File: config.mk
export PLATFORM = sky130hd
export DESIGN_NAME = spi_frame_transmitter
export DESIGN_NICKNAME = d
export VERILOG_FILES = /design/src/rtl/spi_tx_pkg.sv /design/src/rtl/spi_bit_timer.sv /design/src/rtl/spi_frame_transmitter.sv
export SDC_FILE = /design/constraint.sdc
export NUM_CORES = 1
export LEC_CHECK = 0
export CORE_ASPECT_RATIO = 0.7
export CORE_MARGIN = 2
export CORE_UTILIZATION = 48
export DETAILED_ROUTE_END_ITERATION = 10
export PLACE_DENSITY = 0.87
export SYNTH_ARGS = -nofsm -noshare
export SYNTH_HDL_FRONTEND = slang
export SYNTH_HIERARCHICAL = 1
export SYNTH_SLANG_ARGS = --single-unit
File: constraint.sdc
create_clock -name CLK -period 2.1 [get_ports CLK]
set_input_delay 0.42 -clock CLK [delete_from_list [all_inputs] [get_ports CLK]]
set_output_delay 0.42 -clock CLK [all_outputs]
set_load 0.01 [all_outputs]
File: src/rtl/spi_tx_pkg.sv
// Shared types and constants for the SPI frame transmitter.
// Build option: SPI_TX_PARITY_EN appends an odd-parity bit after every word.
package spi_tx_pkg;

    localparam int WORD_W    = 16;
    localparam int LEN_W     = 8;
    localparam int BIT_CNT_W = 5;

`ifdef SPI_TX_PARITY_EN
    localparam int PAR_BITS = 1;
`else
    localparam int PAR_BITS = 0;
`endif

    typedef enum logic [2:0] {
        IDLE,
        FETCH,
        SHIFT,
        LOAD,
        STOP,
        GAP
    } state_t;

    // Bits shifted out per word, including the optional parity bit.
    function automatic int bit_count(input int word_w);
        return word_w + PAR_BITS;
    endfunction

endpackage

File: src/rtl/spi_bit_timer.sv
// Bit-period timer: 2*CLK_DIV cycles per bit, held at phase 0 while hold is high.
module spi_bit_timer #(
    parameter int CLK_DIV = 4
) (
    input  logic clk,
    input  logic rst_n,
    input  logic hold,
    output logic bit_start,
    output logic half
);

    localparam logic [8:0] LAST = 9'(2 * CLK_DIV - 1);
    localparam logic [8:0] MID  = 9'(CLK_DIV - 1);

    logic [8:0] cnt_reg;

    always_ff @(posedge clk or negedge rst_n) begin
        if (!rst_n) begin
            cnt_reg <= '0;
        end else if (hold || cnt_reg == LAST) begin
            cnt_reg <= '0;
        end else begin
            cnt_reg <= cnt_reg + 9'd1;
        end
    end

    // bit_start: the closing edge of this cycle opens a new bit period.
    // half: the closing edge of this cycle is the rising serial clock edge.
    assign bit_start = !hold && (cnt_reg == LAST);
    assign half      = !hold && (cnt_reg == MID);

endmodule

File: src/rtl/spi_frame_transmitter.sv
// Serializes a message of words from a show-ahead FIFO onto TX_CLK/TX_DATA/TX_LOAD/TX_STOP.
// Build option: SPI_TX_PARITY_EN adds one odd-parity bit after each word.
module spi_frame_transmitter #(
    parameter int CLK_DIV = 4,
    parameter int WORD_W  = spi_tx_pkg::WORD_W
) (
    input  logic                         CLK,
    input  logic                         RST,
    input  logic                         START,
    input  logic [spi_tx_pkg::LEN_W-1:0] MSG_LEN,
    input  logic [WORD_W-1:0]            DATA,
    input  logic                         DATA_VALID,
    output logic                         DATA_RD,
    output logic                         BUSY,
    output logic                         DONE,
    output logic                         TX_CLK,
    output logic                         TX_DATA,
    output logic                         TX_LOAD,
    output logic                         TX_STOP
);

    import spi_tx_pkg::*;

    localparam logic [BIT_CNT_W-1:0] LAST_BIT = BIT_CNT_W'(bit_count(WORD_W) - 1);

    state_t                 state_reg, state_next;
    logic [LEN_W-1:0]       words_reg;
    logic [WORD_W-1:0]      shift_reg;
    logic [BIT_CNT_W-1:0]   bit_reg;
    logic                   tx_clk_reg;
    logic                   hold;
    logic                   bit_start;
    logic                   half;
    logic                   data_bit;

    assign hold = (state_reg == IDLE) || (state_reg == FETCH);

    spi_bit_timer #(
        .CLK_DIV (CLK_DIV)
    ) u_bit_timer (
        .clk       (CLK),
        .rst_n     (RST),
        .hold      (hold),
        .bit_start (bit_start),
        .half      (half)
    );

    always_ff @(posedge CLK or negedge RST) begin
        if (!RST) begin
            state_reg <= IDLE;
        end else begin
            state_reg <= state_next;
        end
    end

    always_comb begin
        state_next = state_reg;
        DATA_RD    = 1'b0;
        DONE       = 1'b0;
        case (state_reg)
            IDLE:  if (START && MSG_LEN != '0) state_next = FETCH;
            FETCH: if (DATA_VALID) begin
                       DATA_RD    = 1'b1;
                       state_next = SHIFT;
                   end
            SHIFT: if (bit_start && bit_reg == LAST_BIT) state_next = LOAD;
            LOAD:  if (bit_start) state_next = (words_reg == LEN_W'(1)) ? STOP : FETCH;
            STOP:  if (bit_start) state_next = GAP;
            GAP:   if (bit_start) begin
                       DONE       = 1'b1;
                       state_next = IDLE;
                   end
            default: state_next = IDLE;
        endcase
    end

`ifdef SPI_TX_PARITY_EN
    logic parity_reg;

    always_ff @(posedge CLK or negedge RST) begin
        if (!RST) begin
            parity_reg <= 1'b0;
        end else if (DATA_RD) begin
            parity_reg <= ~^DATA;
        end
    end

    assign data_bit = (bit_reg == BIT_CNT_W'(WORD_W)) ? parity_reg : shift_reg[WORD_W-1];
`else
    assign data_bit = shift_reg[WORD_W-1];
`endif

    always_ff @(posedge CLK or negedge RST) begin
        if (!RST) begin
            words_reg  <= '0;
            shift_reg  <= '0;
            bit_reg    <= '0;
            tx_clk_reg <= 1'b0;
        end else begin
            if (state_reg == IDLE && START) begin
                words_reg <= MSG_LEN;
            end else if (state_reg == LOAD && bit_start) begin
                words_reg <= words_reg - LEN_W'(1);
            end

            if (DATA_RD) begin
                shift_reg <= DATA;
                bit_reg   <= '0;
            end else if (state_reg == SHIFT && bit_start) begin
                shift_reg <= {shift_reg[WORD_W-2:0], 1'b0};
                bit_reg   <= bit_reg + BIT_CNT_W'(1);
            end

            // Serial clock only toggles while shifting, so LOAD/STOP/GAP stay low.
            if (state_reg == SHIFT && half) begin
                tx_clk_reg <= 1'b1;
            end else if (bit_start) begin
                tx_clk_reg <= 1'b0;
            end
        end
    end

    assign BUSY    = (state_reg != IDLE);
    assign TX_CLK  = tx_clk_reg;
    assign TX_DATA = (state_reg == SHIFT) && data_bit;
    assign TX_LOAD = (state_reg == LOAD);
    assign TX_STOP = (state_reg == STOP);

endmodule

==> impl_metrics.toml <==
[status]
outcome = "finished with violations"
violations = "negative setup slack"

[cells_and_area]
nFillCells = 302
syn_to_final_growth_pct = 40.39
final_cell_mix = "41 x dfrtp_1, 37 x buf_4, 36 x nand2_1, 29 x clkdlybuf4s50_1, 21 x nor2_1"
regArea_um2 = 1055
largest_register_ffs = 16
layout_commonest_cell = "dfrtp_1"
stdcell_count = 359
num_antenna_cells = 0
multi_input_area_um2 = 1222
drive_gt1_frac = 0.2730
nets = 336

[setup_path]
endpoint = "words_reg[3]$_DFFE_PN0P_"
endpoint_kind = "register"
crit_arrival_ps = 2350
r2r_setup_slack_ps = -70
r2r-end = "words_reg[3]$_DFFE_PN0P_"
r2r-start = "u_bit_timer/cnt_reg[8]$_DFF_PN0_"
cp_slowest_cell = "dfrtp_1"
critPathMaxStageDelay_ps = 430
required_ps = 2280
cp-start-kind = "register"
critPathKind = "reg2reg"
rr_worst_depth = 9
crit_path_start = "u_bit_timer/cnt_reg[8]$_DFF_PN0_"
critical_path.max_fanout = 5
path_cells = "nor4_4, nand2_1, nor3_2, buf_4, nand4b_1, nor4_4, buf_4, xnor2_2, o21ai_1"

[synth]
syn_inst = 232
synth_xor_area_frac = 0.03094
synth-simple-area-share = 0.2320
synth_compound_gate_area_share = 0.1271
synth_cell_type_count = 44
syn_nets = 265
ys_seq_area_frac = 0.4641
synth_mux_area_frac = 0.06630
syn_area_um2 = 2265
synth_top_family_by_area = "simple AND/OR/NAND/NOR gates"
synth_edf_count = 0
ys_ff_latch = 42
syn_area_per_cell_um2 = 9.762
async_reset_ff_frac = 1.000
ys_warn_count = 6
synth_fa_ha_area_frac = 0.02762
synth_flop_cell = "dfrtp_1"

[clock_network]
clk_latency_ps = 300
clk_pin_slew_ps = 80
root_buffer = "clkbuf_8"
cts-htree-levels = 2
hold_buffers = 0
cts_buffers = 5
clock_sinks = 42
cts_tree = "built"
clock_path_buffers = 2

[timing]
fin_crit_ps = 2165
setup_viol = 20
finalSetupTns_ps = -631.1
finalClockSkew_ps = 8.985
finalWorstSetupSlack_ps = -65.47
slew_viol_final = 0
clock.fmax_mhz = 461.8
period_share = 1.031
relSlewSlack = 0.6442
hold_viol = 0
rsz0062_at_grt = "true"
whs_ps = 185.9
tightest_slew_ps = 533.7

[global_route]
grt_pass1_vias = 1864
grt_pass1_wl_mm = 8.452
grt_usage = 0.2068
grt_overflow_total = 0
antenna_found_initial = 0
grt_max_degree = 43

[routing]
ant_nets = 0
firstDrtPassIters = 4
vias = 1978
via_per_inst = 5.510
drcViolationCount = 0
dr.first_iter.drc_count = 133
post_drt_wl_per_cell_um = 16.19
routed_wl_mm = 5.811

[place]
place_inst = 327
place_congestion = 0.8900
hpwlAfterDp_mm = 3.393
io_buffers = 34

[die]
die_area_um2 = 5293
rows = 20
core_um2 = 4429
die_y_um = 61.47
die_w_um = 86.10
ios = 35
initial_utilization = 0.5113

[power_and_ir_drop]
p_leak_nw = 1.387
p_per_area_nw_per_um2 = 1067
ir_drop_mv = 0.5121

[hold_path]
hp-class = "in2async"

[run]
cap_violations = 0
## layer usage
layer,global-route usage,wire length (um),up-vias
li1,-,-,948
met1,0.2627,2603,958
met2,0.3599,2839,62
met3,0.04290,296,10
met4,0.07256,71,0
met5,0,0,-
## metrics by stage
stage / instance area, um2 / utilization / total power [mW] / setup slack [ps]
floorplan: 2270 / - / 2.069 / 31.50
global placement: 2726 / 0.6155 / 2.395 / 42.67
detailed placement: 2726 / 0.6155 / 2.466 / -35.17
CTS: 2930 / 0.6616 / 3.130 / 2.897
global route: 3179 / 0.7178 / 3.613 / -212.8
finish: 3179 / 0.7178 / 3.393 / -65.47
## area by class of cell
type                            count  area share
Multi-Input combinational cell    171      0.3845
Sequential cell                    42      0.3318
Timing Repair Buffer               75      0.2184
Clock buffer                        5     0.02165
Tap cell                           55     0.02165
Clock inverter                      3     0.01259
Inverter                            8    0.009445
## cell usage after synthesis (4+ instances only)
cell,number,area [um2]
o21ai_1,4,20.02
buf_4,4,30.03
xor2_1,4,35.03
xnor2_1,4,35.03
o21ai_2,6,52.55
nand3_1,8,40.04
o21ai_0,16,80.08
dfrtp_1,42,1051
a21oi_1,7,35.03
or3_1,4,25.02
nand2_1,36,135.1
buf_2,4,20.02
nor2_1,23,86.33
ha_1,5,62.56
mux2i_1,15,150.1
inv_1,8,30.03
## critical path: cells and delay by family (launching register included)
family	cells	cell delay [ps]
simple gates	5	1080
flops	1	430
buf+inv	2	360
xor+xnor	1	100
compound gates	1	80
## cell families after synthesis
kind of cell               after synthesis
adders and majority gates                5
AOI/OAI and AO/OA                       45
buffers and inverters                   19
DFF                                     42
and+or+nand+nor                         98
muxes                                   15
xor gates and xnor gates                 8
## power by group
| part | total [mW] | switching [mW] | internal, mW |
|---|---|---|---|
| clock network | 0.630 | 0.280 | 0.350 |
| logic | 1.36 | 0.691 | 0.669 |
| registers | 1.40 | 0.301 | 1.10 |
| total | 3.39 | 1.27 | 2.12 |
## how the worst min path moves through the flow
stage                                          start                          endpoint  slack, ps
floorplan                                        RST                TX_CLK$_DFFE_PN0P_        120
global placement    u_bit_timer/cnt_reg[0]$_DFF_PN0_  u_bit_timer/cnt_reg[0]$_DFF_PN0_        470
detailed placement  u_bit_timer/cnt_reg[0]$_DFF_PN0_  u_bit_timer/cnt_reg[0]$_DFF_PN0_        490
CTS                                              RST                TX_CLK$_DFFE_PN0P_        200
global route                                     RST          words_reg[1]$_DFFE_PN0P_        230
finish                                           RST  u_bit_timer/cnt_reg[5]$_DFF_PN0_        190
## timing repair
action,in CTS,in global routing
resized for setup,12,31
pin swaps,2,5
endpoints found under the setup margin,6,35
cloned,0,3
buffers inserted,11,10
No activity file was read; power rests on OpenSTA's default activity.
